--- src/rtl/vx_csr_rmw_stage.sv ---
// ---------------------------------------------------------------------------
// vx_csr_rmw_stage
//
// Purpose:
//   CSR request stage in front of the per-core CSR data block. It performs an
//   atomic read-modify-write (CSRRW / CSRRS / CSRRC, register or immediate
//   source) against the data block's combinational read port and registered
//   write port. Accesses to the FP CSRs (fflags/frm/fcsr) are held while the
//   issuing warp still has FPU ops in flight. The old CSR value is returned
//   through a one-entry output register towards commit/writeback.
//
// Ports:
//   i_clk, i_reset            clock, synchronous active-high reset
//   i_req_* / o_req_ready     request from dispatch (valid/ready handshake)
//   i_fpu_pending             per-warp "FPU ops outstanding" flags
//   o_read_* / i_read_data    combinational read port of the CSR data block
//   o_write_*                 write port of the CSR data block (commits at
//                             the next clock edge)
//   o_rsp_* / i_rsp_ready     registered response (valid/ready handshake)
//   o_busy                    request pending or response held
// ---------------------------------------------------------------------------
module vx_csr_rmw_stage #(
  parameter int NUM_WARPS     = 4,
  parameter int NUM_THREADS   = 4,
  parameter int CSR_ADDR_BITS = 12,
  localparam int NW_BITS      = (NUM_WARPS > 1) ? $clog2(NUM_WARPS) : 1
) (
  input  logic                       i_clk,
  input  logic                       i_reset,

  input  logic                       i_req_valid,
  output logic                       o_req_ready,
  input  logic [NW_BITS-1:0]         i_req_wid,
  input  logic [NUM_THREADS-1:0]     i_req_tmask,
  input  logic [31:0]                i_req_pc,
  input  logic [4:0]                 i_req_rd,
  input  logic                       i_req_wb,
  input  logic [1:0]                 i_req_op,
  input  logic                       i_req_use_imm,
  input  logic [4:0]                 i_req_imm,
  input  logic [NUM_THREADS*32-1:0]  i_req_rs1_data,
  input  logic [CSR_ADDR_BITS-1:0]   i_req_addr,

  input  logic [NUM_WARPS-1:0]       i_fpu_pending,

  output logic                       o_read_enable,
  output logic [CSR_ADDR_BITS-1:0]   o_read_addr,
  output logic [NW_BITS-1:0]         o_read_wid,
  input  logic [31:0]                i_read_data,

  output logic                       o_write_enable,
  output logic [CSR_ADDR_BITS-1:0]   o_write_addr,
  output logic [NW_BITS-1:0]         o_write_wid,
  output logic [31:0]                o_write_data,

  output logic                       o_rsp_valid,
  input  logic                       i_rsp_ready,
  output logic [NW_BITS-1:0]         o_rsp_wid,
  output logic [NUM_THREADS-1:0]     o_rsp_tmask,
  output logic [31:0]                o_rsp_pc,
  output logic [4:0]                 o_rsp_rd,
  output logic                       o_rsp_wb,
  output logic [NUM_THREADS*32-1:0]  o_rsp_data,

  output logic                       o_busy
);

  localparam logic [1:0] OP_READ = 2'b00;
  localparam logic [1:0] OP_RW   = 2'b01;
  localparam logic [1:0] OP_RS   = 2'b10;
  localparam logic [1:0] OP_RC   = 2'b11;

  typedef enum logic {
    S_EMPTY = 1'b0,
    S_FULL  = 1'b1
  } state_e;

  state_e                   r_state;
  state_e                   w_nextState;
  logic                     w_fire;
  logic                     w_fpStall;
  logic                     w_isFpCsr;
  logic [31:0]              w_rs1Src;
  logic [31:0]              w_src;
  logic [31:0]              w_newValue;
  logic                     w_writeAllowed;

  // Register source comes from the lowest-indexed active thread. Walking from
  // the top lane down lets the lowest set bit win; an empty mask keeps lane 0.
  always_comb begin
    w_rs1Src = i_req_rs1_data[31:0];
    for (int t = NUM_THREADS - 1; t >= 0; t--) begin
      if (i_req_tmask[t]) begin
        w_rs1Src = i_req_rs1_data[32*t +: 32];
      end
    end
  end

  assign w_src = i_req_use_imm ? {27'b0, i_req_imm} : w_rs1Src;

  // fflags / frm / fcsr must not be touched while the warp has FPU results
  // still to retire, otherwise the accrued flags would be stale.
  assign w_isFpCsr = (i_req_addr == CSR_ADDR_BITS'(1))
                  || (i_req_addr == CSR_ADDR_BITS'(2))
                  || (i_req_addr == CSR_ADDR_BITS'(3));
  assign w_fpStall = i_fpu_pending[i_req_wid] & w_isFpCsr;

  assign w_fire = i_req_valid & o_req_ready;

  // Modify step of the RMW, applied to the value read this same cycle.
  always_comb begin
    case (i_req_op)
      OP_RW:   w_newValue = w_src;
      OP_RS:   w_newValue = i_read_data | w_src;
      OP_RC:   w_newValue = i_read_data & ~w_src;
      default: w_newValue = i_read_data;
    endcase
  end

  // Set/clear with a zero operand (x0 or uimm=0) must not write, and the
  // top address bits 11 mark read-only CSRs whose writes are dropped quietly.
  assign w_writeAllowed = (i_req_op != OP_READ)
                       && !(((i_req_op == OP_RS) || (i_req_op == OP_RC)) && (i_req_imm == 5'd0))
                       && (i_req_addr[CSR_ADDR_BITS-1 -: 2] != 2'b11);

  assign o_read_enable  = w_fire;
  assign o_read_addr    = i_req_addr;
  assign o_read_wid     = i_req_wid;

  assign o_write_enable = w_fire & w_writeAllowed;
  assign o_write_addr   = i_req_addr;
  assign o_write_wid    = i_req_wid;
  assign o_write_data   = w_newValue;

  // Output-register occupancy state.
  always_ff @(posedge i_clk) begin
    if (i_reset) begin
      r_state <= S_EMPTY;
    end else begin
      r_state <= w_nextState;
    end
  end

  // A new fire always (re)fills the slot, including when the old entry drains
  // in the same cycle; the slot empties only on a drain without a fire.
  always_comb begin
    w_nextState = r_state;
    case (r_state)
      S_EMPTY: if (w_fire) w_nextState = S_FULL;
      S_FULL:  if (i_rsp_ready && !w_fire) w_nextState = S_EMPTY;
      default: w_nextState = S_EMPTY;
    endcase
  end

  // The stage accepts only when the slot can take a result this cycle. Reset
  // blocks acceptance so no CSR write leaks out during the reset cycle.
  always_comb begin
    o_rsp_valid = (r_state == S_FULL);
    o_req_ready = ~i_reset & ~w_fpStall & (~o_rsp_valid | i_rsp_ready);
    o_busy      = i_req_valid | o_rsp_valid;
  end

  // Response payload: old CSR value broadcast to every thread plus the
  // pass-through fields, captured on fire and held otherwise.
  always_ff @(posedge i_clk) begin
    if (i_reset) begin
      o_rsp_wid   <= '0;
      o_rsp_tmask <= '0;
      o_rsp_pc    <= '0;
      o_rsp_rd    <= '0;
      o_rsp_wb    <= 1'b0;
      o_rsp_data  <= '0;
    end else if (w_fire) begin
      o_rsp_wid   <= i_req_wid;
      o_rsp_tmask <= i_req_tmask;
      o_rsp_pc    <= i_req_pc;
      o_rsp_rd    <= i_req_rd;
      o_rsp_wb    <= i_req_wb;
      o_rsp_data  <= {NUM_THREADS{i_read_data}};
    end
  end

endmodule
--- config.mk ---
export PLATFORM = sky130hd
export DESIGN_NAME = vx_csr_rmw_stage
export DESIGN_NICKNAME = d
export VERILOG_FILES = /design/src/rtl/vx_csr_rmw_stage.sv
export SDC_FILE = /design/constraint.sdc
export NUM_CORES = 1
export LEC_CHECK = 0
export BUFFER_PORTS_ARGS = -buffer_cell sky130_fd_sc_hd__buf_2
export CORE_AREA = 2 2 180 182
export DETAILED_ROUTE_END_ITERATION = 10
export DIE_AREA = 0 0 182 184
export PLACE_DENSITY = 0.55
export SLEW_MARGIN = 20
export SYNTH_ARGS = -nofsm -noshare
export SYNTH_HDL_FRONTEND = slang
export SYNTH_SLANG_ARGS = --single-unit
--- constraint.sdc ---
create_clock -name i_clk -period 4.2 [get_ports i_clk]
set_input_delay 0.21 -clock i_clk [delete_from_list [all_inputs] [get_ports i_clk]]
set_output_delay 0.21 -clock i_clk [all_outputs]
set_load 0.03 [all_outputs]
==> results.yml, run 1 <==
critical_path:
  worstReg2RegStart: "o_rsp_valid"
  crit_arrival_ns: 2.38
  r2r_cells: 5
  cp_max_fo: 20
  cp-start-kind: "input port"
  worstPathRequired_ns: 3.99
  rrSetupSlack_ns: 2.35
  cp-end-kind: "output pin"
  path_class: "in -> out"
  r2r-end: "o_rsp_data[105]"
floorplan:
  rows: 65
  ios: 469
  die_y_um: 184
  start_util_pct: 20.6
  fp.dieW_um: 182
  dieArea_mm2: 0.0335
  coreArea_mm2: 0.0314
finish:
  multi_input_area_mm2: 0.00367
  layout_common_cells: "468 x buf_2, 98 x nor2b_1, 77 x dfxtp_1"
  nets: 1256
  seq_area_mm2: 0.00154
  final_common_cell: "buf_2"
  drive_gt1_share_pct: 57.9
  area_delta_synth_final_pct: 31.2
  n_fill_cell: 3454
drt:
  drc: 0
  dr.first_iter.drc_count: 250
  first_pass_iters: 4
  drt_wl_total_mm: 27.1
  ant_nets: 0
  wire_per_inst_um: 18.9
  vias: 6479
  vias_per_cell: 4.52
worst_hold_path:
  hold_class: "in -> reg"
  hold_end: "o_rsp_pc[10]"
  hp-start: "i_req_pc[10]"
  hold-path-cell-count: 2
logic_synthesis:
  synth-edff-count: 0
  synth_seq_cells: 77
  ys_seq_area_share_pct: 23.8
  synth_top_flop_cell: "dfxtp_1"
  yosysUniqueCellTypes: 47
  syn_area_mm2: 0.00648
  syn_area_per_cell_um2: 9.12
  synthArstFlopShare_pct: 0
  syn_nets: 942
  syn_inst: 710
  ys_warn_count: 0
power:
  p_leak_nw: 4.30
  irDropWorstVdd_mv: 0.269
  power_density_mw_per_mm2: 331
  report.power.total_mw: 2.81
sta:
  max-slew-margin-rel_pct: 35.0
  worst_pin_slew_ns: 0.976
  finalCritPeriodShare_pct: 61.7
  tns_ns: 0
  whs_ns: 0.0667
  rsz0062_at_grt: "false"
  worst_slack_ns: 1.61
  fmax_mhz: 386
  setup_violations: 0
  skew_ns: 0.0113
  post-route-min-period_ns: 2.59
  hold_viol: 0
  drv_slew: 0
place:
  port_buffers: 468
  gp_congestion: 0.788
  place_ws_ns: 1.56
  dp.final_hpwl_mm: 20.2
cts:
  worstSkewPairLatency_ns: 0.37
  h-tree-depth: 3
  post_cts_resize_count: 0
  post_cts_buffers: 0
  cts_tree: "built"
  ctsRootBufferMaster: "clkbuf_16"
  cts_inserted_buffers: 9
  cts_sinks: 77
  clkTransAtPathRegs_ns: 0.07
  clock_path_buffers: 2
  cts_hold_buf: 0
global_routing:
  grt_pass1_wl_mm: 38.3
  grt_pass1_vias: 6303
  track_usage_pct: 15.4
  grt_antenna_before_repair: 1
  overflow: 0
  grt_max_degree: 79
job:
  maxCapViolations: 0
outcome:
  status: "complete, no violations"
==> flip-flops by register name, summed over array words and instances (netlist names) <==
| register | flops |
|---|---|
| o_rsp_data | 32 |
| o_rsp_pc | 32 |
| o_rsp_rd | 5 |
| o_rsp_tmask | 4 |
| o_rsp_wid | 2 |
| o_rsp_valid | 1 |
| o_rsp_wb | 1 |
==> cell families after synthesis <==
kind of cell	count (synthesis)	synth area share, %
AO/OA/AOI/OAI	118	17.4
buffers and inverters	184	20.0
XOR/XNOR	2	0.270
AND/OR/NAND/NOR	220	20.1
multiplexers	109	18.4
flip-flops	77	23.8
==> power breakdown <==
group          total (mW)  switching [mW]  leakage, nW  internal (mW)
Clock               0.884           0.407        0.154          0.477
Sequential          0.834          0.0454        0.638          0.789
Combinational        1.10           0.707         3.51          0.389
==> worst max path at each step <==
stage                   start                to  cells past startpoint
2_1_floorplan  i_req_tmask[2]  o_write_data[31]                      7
3_3_place_gp   i_req_tmask[3]   o_write_data[9]                      7
3_5_place_dp   i_req_tmask[3]  o_write_data[25]                      7
4_1_cts        i_req_tmask[3]   o_write_data[9]                      7
5_1_grt        i_req_tmask[1]  o_write_data[19]                      6
6_report       i_req_tmask[3]  o_write_data[23]                      7
==> synth_stat cells, types with 19 or more instances <==
cell type	number	area, um2
buf_4	129	968
nor2b_1	98	613
dfxtp_1	77	1540
mux2_2	69	777
mux2i_1	38	380
nor2_1	28	105
nor4_1	27	169
a221o_1	25	250
and2_1	25	156
o41a_1	25	282
clkbuf_1	23	86.3
o22ai_2	19	238
==> routing by layer <==
layer  up-vias  track usage, %  share of wire [%]
li1       3055               -                  -
met1      3122            18.4                 41
met2       275            26.7                 50
met3        27            4.22                7.3
met4         0            5.03                1.7
met5         -               0                  0
==> through the flow <==
stage / util [%] / std cells / instance area [um2]
2_1_floorplan: - / 710 / 6480
3_3_place_gp: 26.0 / 1414 / 8160
3_5_place_dp: 26.1 / 1415 / 8190
4_1_cts: 27.1 / 1431 / 8500
5_1_grt: 27.1 / 1432 / 8500
6_report: 27.1 / 1432 / 8500
==> final cells by class <==
type                    count  share of cell area (%)
flip-flops and latches     77                    18.1
clock buffers               9                    2.65
diodes                      1                  0.0294
inverters                   9                   0.397
multi-input cells         449                    43.2
well taps                 402                    5.92
clock inverters             7                    1.00
repair buffers            478                    28.7
==> critical path, stage by stage <==
cell and delay [ns]:
buf_2 0.57, buf_4 0.42, mux2i_1 0.11, and2_1 0.17, o41a_1 0.39, a221o_1 0.30
buf_2 0.19
No activity file was read; power rests on OpenSTA's default activity.
==> run 2, diff against run 1 <==
CORE_AREA = 2 2 184 186   (was 2 2 180 182)
DIE_AREA = 0 0 186 188   (was 0 0 182 184)
clock period = 2.2 ns   (was 4.2 ns; I/O delays follow)
==> run 2 against run 1 <==
- via count grew 3.5%
- critical path depth shrank 1
- worst setup slack lost 1.5 ns
- flip-flop and latch count is the same
- power grew 89%
- sequential power grew 91%
- die area grew 4.4%
- global-route usage shrank 0.35 points
- routed wire length shrank 0.37%
- first-iteration DRC count shrank 5.6%
- hold slack lost 0.043 ns
- critical endpoint is now o_write_enable
==> results.yml, run 2 (synthesis gave the netlist of run 1 again) <==
critical_path:
  cp_top_family: "compound AO/OA/AOI/OAI gates"
  worstPathRequired_ns: 2.09
  path_class: "reg -> out"
  crit_path_end: "o_write_enable"
  cp-start-kind: "register"
  r2r_cells: 5
  max_stage_delay_ns: 0.33
  critPathSlowestCell: "dfxtp_1"
  worstReg2RegStart: "o_rsp_valid"
  crit_path_start: "o_rsp_valid"
  crit_cells: 6
  rrSetupSlack_ns: 0.60
  crit_arrival_ns: 1.94
  cp_max_fo: 32
  cp-end-kind: "output pin"
  worst-path-buf-inv: 2
  r2r-end: "o_rsp_data[111]"
  crit_chain: "nor2b_1 > nor3b_2 > o21ai_4 > buf_12 > a2111oi_4 > buf_4"
finish:
  largest_registers: "o_rsp_data (32), o_rsp_pc (32), o_rsp_rd (5)"
  layout_common_cells: "467 x buf_2, 98 x nor2b_1, 77 x dfxtp_1"
  final_common_cell: "buf_2"
  drive_gt1_share_pct: 55.5
  nets: 1324
  area_delta_synth_final_pct: 42.7
global_routing:
  grt_use_met1_pct: 17.9
  grt_pass1_wl_mm: 39.4
  grt_pass1_vias: 6632
  grt_max_degree: 79
  globalRouteMet3Util_pct: 4.10
  overflow: 0
  top_usage_layer: "met2"
  track_usage_pct: 15.0
  grt_antenna_before_repair: 1
  grtUsageMet2_pct: 25.9
sta:
  finalCritPeriodShare_pct: 93.3
  setup_violations: 0
  max-slew-margin-rel_pct: 37.5
  worst_pin_slew_ns: 0.938
  post-route-min-period_ns: 2.05
  drv_slew: 0
  skew_ns: 0.0101
  tns_ns: 0
  rsz0062_at_grt: "false"
  fmax_mhz: 487
  hold_viol: 0
power:
  report.power.total_mw: 5.31
  switching_share_pct: 41.3
  pwr-share-clk_pct: 28.5
  irDropWorstVdd_mv: 0.388
  p_int_mw: 3.12
  power_density_mw_per_mm2: 574
  p_leak_nw: 4.59
  power_frac_comb_pct: 41.5
  seqPwrFrac_pct: 30.0
  p_sw_mw: 2.19
cts:
  post_cts_buffers: 0
  cts_inserted_buffers: 9
  clock_path_buffers: 2
  cts_sinks: 77
  clkTransAtPathRegs_ns: 0.07
  ctsRootBufferMaster: "clkbuf_16"
  cts_tree: "built"
  h-tree-depth: 3
  worstSkewPairLatency_ns: 0.37
place:
  dp.final_hpwl_mm: 20.9
  port_buffers: 468
  gp_congestion: 0.784
drt:
  ant_nets: 0
  wire_per_inst_um: 17.5
  vias: 6709
  drc: 0
  first_pass_iters: 7
  vias_per_cell: 4.34
  drt_wl_total_mm: 27.0
  dr.first_iter.drc_count: 236
job:
  maxCapViolations: 0
outcome:
  status: "complete, no violations"
floorplan:
  fp.dieW_um: 186
  die_y_um: 188
  ios: 469
  coreArea_mm2: 0.0331
  start_util_pct: 19.6
  dieArea_mm2: 0.0350
  rows: 67
worst_hold_path:
  hold_class: "in -> reg"
## run 2: changes by cell type in the layout (fill, tap and decap cells not counted), sizes merged
cell	change
clkinv	+2
inv	-3
bufinv	-1
clkinvlp	+2
buf	+12
dlygate4sd3	+56
## run 2: through the flow
stage               util (%)  setup WS (ns)  area [um2]  hold WS, ns  std cells
floorplan                  -          0.246        6480        0.253        710
global placement        25.3          0.213        8390        0.335       1473
detailed placement      25.3          0.210        8390        0.340       1473
CTS                     27.9         0.0845        9230     0.000613       1544
global route            27.9         0.0168        9240      0.00827       1546
finish                  27.9          0.148        9240       0.0233       1546
## run 2: cell type report
class / count / area (um2)
inverter: 9 / 33.8
sequential: 77 / 1540
antenna: 1 / 2.50
clock inverter: 7 / 57.6
fill: 3561 / 23900
timing repair buffer: 546 / 3150
multi-input combinational: 449 / 3680
clock buffer: 9 / 225
tap: 448 / 561
## run 2: how the worst min path moves through the flow
stage / start / to / cells after the start
5_1_grt: i_read_data[22] / o_rsp_data[118] / 2
3_3_place_gp: i_req_rd[4] / o_rsp_rd[4] / 2
3_5_place_dp: i_req_rd[4] / o_rsp_rd[4] / 2
2_1_floorplan: i_read_data[31] / o_rsp_data[95] / 1
4_1_cts: i_read_data[1] / o_rsp_data[97] / 3
6_report: i_read_data[29] / o_rsp_data[125] / 2
## run 2: routing by layer
metal / routed length, um / vias up
met2: 13400 / 281
met3: 1900 / 30
met5: 0 / -
li1: - / 3198
met4: 520 / 0
met1: 11200 / 3200
## run 2: repair_timing
action,CTS,global route
gates cloned,0,0
hold buffers,55,1
endpoints found under the hold margin,55,1
setup endpoints to repair,1,1
resized for setup,1,2
## run 2: power groups by stage
stage	sequential [mW]	clock (mW)	combinational (mW)
2_1_floorplan	1.83	0	1.36
3_3_place_gp	1.62	0	2.12
3_5_place_dp	1.62	0	2.13
4_1_cts	1.59	1.59	2.21
5_1_grt	1.61	1.65	2.34
6_report	1.59	1.51	2.20
==> run 3, diff against run 2 <==
==> constraint.sdc (replaced) <==
create_clock -name i_clk -period 2.2 [get_ports i_clk]
set_input_delay 0 -clock i_clk [delete_from_list [all_inputs] [get_ports i_clk]]
set_output_delay 0 -clock i_clk [all_outputs]
set_load 0.03 [all_outputs]
==> run 3 against run 2 <==
- critical path depth increased by 2
- non-clock buffer count increased by 10
- count of clock-buffer cells in the layout unchanged
- worst setup slack improved by 0.0028 ns
- clock power about the same
- largest power group unchanged
==> results.yml, run 3 (synthesis gave the netlist of run 1 again) <==
outcome:
  status: "complete, no violations"
sta:
  finalCritPeriodShare_pct: 93.2
  worst_pin_slew_ns: 0.965
  hold_viol: 0
  max-slew-margin-rel_pct: 35.7
  post-route-min-period_ns: 2.05
  drv_slew: 0
  worst_slack_ns: 0.151
  tns_ns: 0
  setup_violations: 0
  skew_ns: 0.0101
  rsz0062_at_grt: "false"
  fmax_mhz: 488
critical_path:
  cp-end-kind: "output pin"
  cp-start-kind: "input port"
  worstPathRequired_ns: 2.20
  path_class: "in -> out"
  crit_arrival_ns: 2.05
  cp_max_fo: 30
global_routing:
  grt_pass1_wl_mm: 40.4
  grt_max_degree: 79
  grt_antenna_before_repair: 5
  grt_pass1_vias: 6851
  track_usage_pct: 15.6
  overflow: 0
cts:
  clock_path_buffers: 2
  post_cts_buffers: 0
  cts_inserted_buffers: 9
  cts_sinks: 77
  clkTransAtPathRegs_ns: 0.07
  ctsRootBufferMaster: "clkbuf_16"
  worstSkewPairLatency_ns: 0.36
  h-tree-depth: 3
  cts_tree: "built"
drt:
  vias_per_cell: 4.37
  vias: 6811
  drt_wl_total_mm: 28.1
  dr.first_iter.drc_count: 251
  first_pass_iters: 5
  drc: 0
  ant_nets: 0
  wire_per_inst_um: 18.0
floorplan:
  die_y_um: 188
  fp.dieW_um: 186
  start_util_pct: 19.6
  dieArea_mm2: 0.0350
  rows: 67
  coreArea_mm2: 0.0331
  ios: 469
power:
  report.power.total_mw: 5.31
  p_leak_nw: 4.63
  irDropWorstVdd_mv: 0.321
  power_density_mw_per_mm2: 568
finish:
  area_delta_synth_final_pct: 44.3
  fin_area_mm2: 0.00935
  drive_gt1_share_pct: 54.4
  nets: 1334
  largest_registers: "o_rsp_data (32), o_rsp_pc (32), o_rsp_rd (5)"
  post-route-util_pct: 28.2
  layout_common_cells: "468 x buf_2, 98 x nor2b_1, 77 x dfxtp_1"
  final_common_cell: "buf_2"
place:
  port_buffers: 468
  gp_congestion: 0.800
  dp.final_hpwl_mm: 20.7
  place_ws_ns: 0.239
  dpl-instance-area_mm2: 0.00832
job:
  maxCapViolations: 0
worst_hold_path:
  hold_class: "in -> reg"
-- run 3: changes by cell type in the layout (fill, tap and decap cells not counted), sizes merged --
cell	change
buf	-7
diode	+2
clkinvlp	-1
dlygate4sd3	+17
clkinv	+1
-- run 3: path summary, 6_finish.rpt --
| kind | startpoint | endpoint | slack (ns) | cells past startpoint |
|---|---|---|---|---|
| setup reg to reg | o_rsp_valid | o_rsp_rd[4] | 0.54 | 5 |
| hold / removal | i_req_tmask[2] | o_rsp_tmask[2] | 0.14 | 2 |
| hold reg to reg | o_rsp_tmask[0] | o_rsp_tmask[0] | 0.49 | 2 |
| setup / recovery | i_req_wid[1] | o_write_enable | 0.15 | 8 |
-- run 3: layout make-up --
cell class | instances | area [um2]
Antenna cell | 3 | 7.51
Clock buffer | 9 | 225
Clock inverter | 7 | 56.3
Fill cell | 3597 | 23800
Inverter | 9 | 33.8
Multi-Input combinational cell | 449 | 3680
Sequential cell | 77 | 1540
Tap cell | 448 | 561
Timing Repair Buffer | 556 | 3250
-- run 3: metrics by stage --
step	instances	hold slack, ns
after CTS	1555	0.106
after floorplan	710	0.0892
after detailed placement	1466	0.230
after global routing	1558	0.121
after global placement	1466	0.226
final	1558	0.136
-- run 3: repair_timing --
action                                  4_1_cts  5_1_grt
hold endpoints to repair                     73        0
endpoints found under the setup margin        0        1
gates resized for setup                       0        1
hold buffers                                 73        0
-- run 3: power breakdown --
part           switching (mW)  total, mW  internal (mW)
Combinational            1.38       2.22          0.839
Sequential             0.0861       1.59           1.51
Clock                   0.719       1.50          0.780
-- run 3: worst max-delay path, stage by stage --
cell	delay [ns]
dlygate4sd3_1	0.53
buf_2	0.16
mux4_2	0.35
nand2_1	0.14
o21ai_4	0.09
buf_12	0.19
a2111oi_4	0.32
buf_2	0.25
-- run 3: metal layers --
| layer | wire, um | GRT usage [%] | vias to the layer above |
|---|---|---|---|
| li1 | - | - | 3217 |
| met1 | 12100 | 19.1 | 3265 |
| met2 | 13800 | 26.7 | 301 |
| met3 | 1710 | 3.50 | 26 |
| met4 | 433 | 5.06 | 2 |
| met5 | 2 | 0 | - |
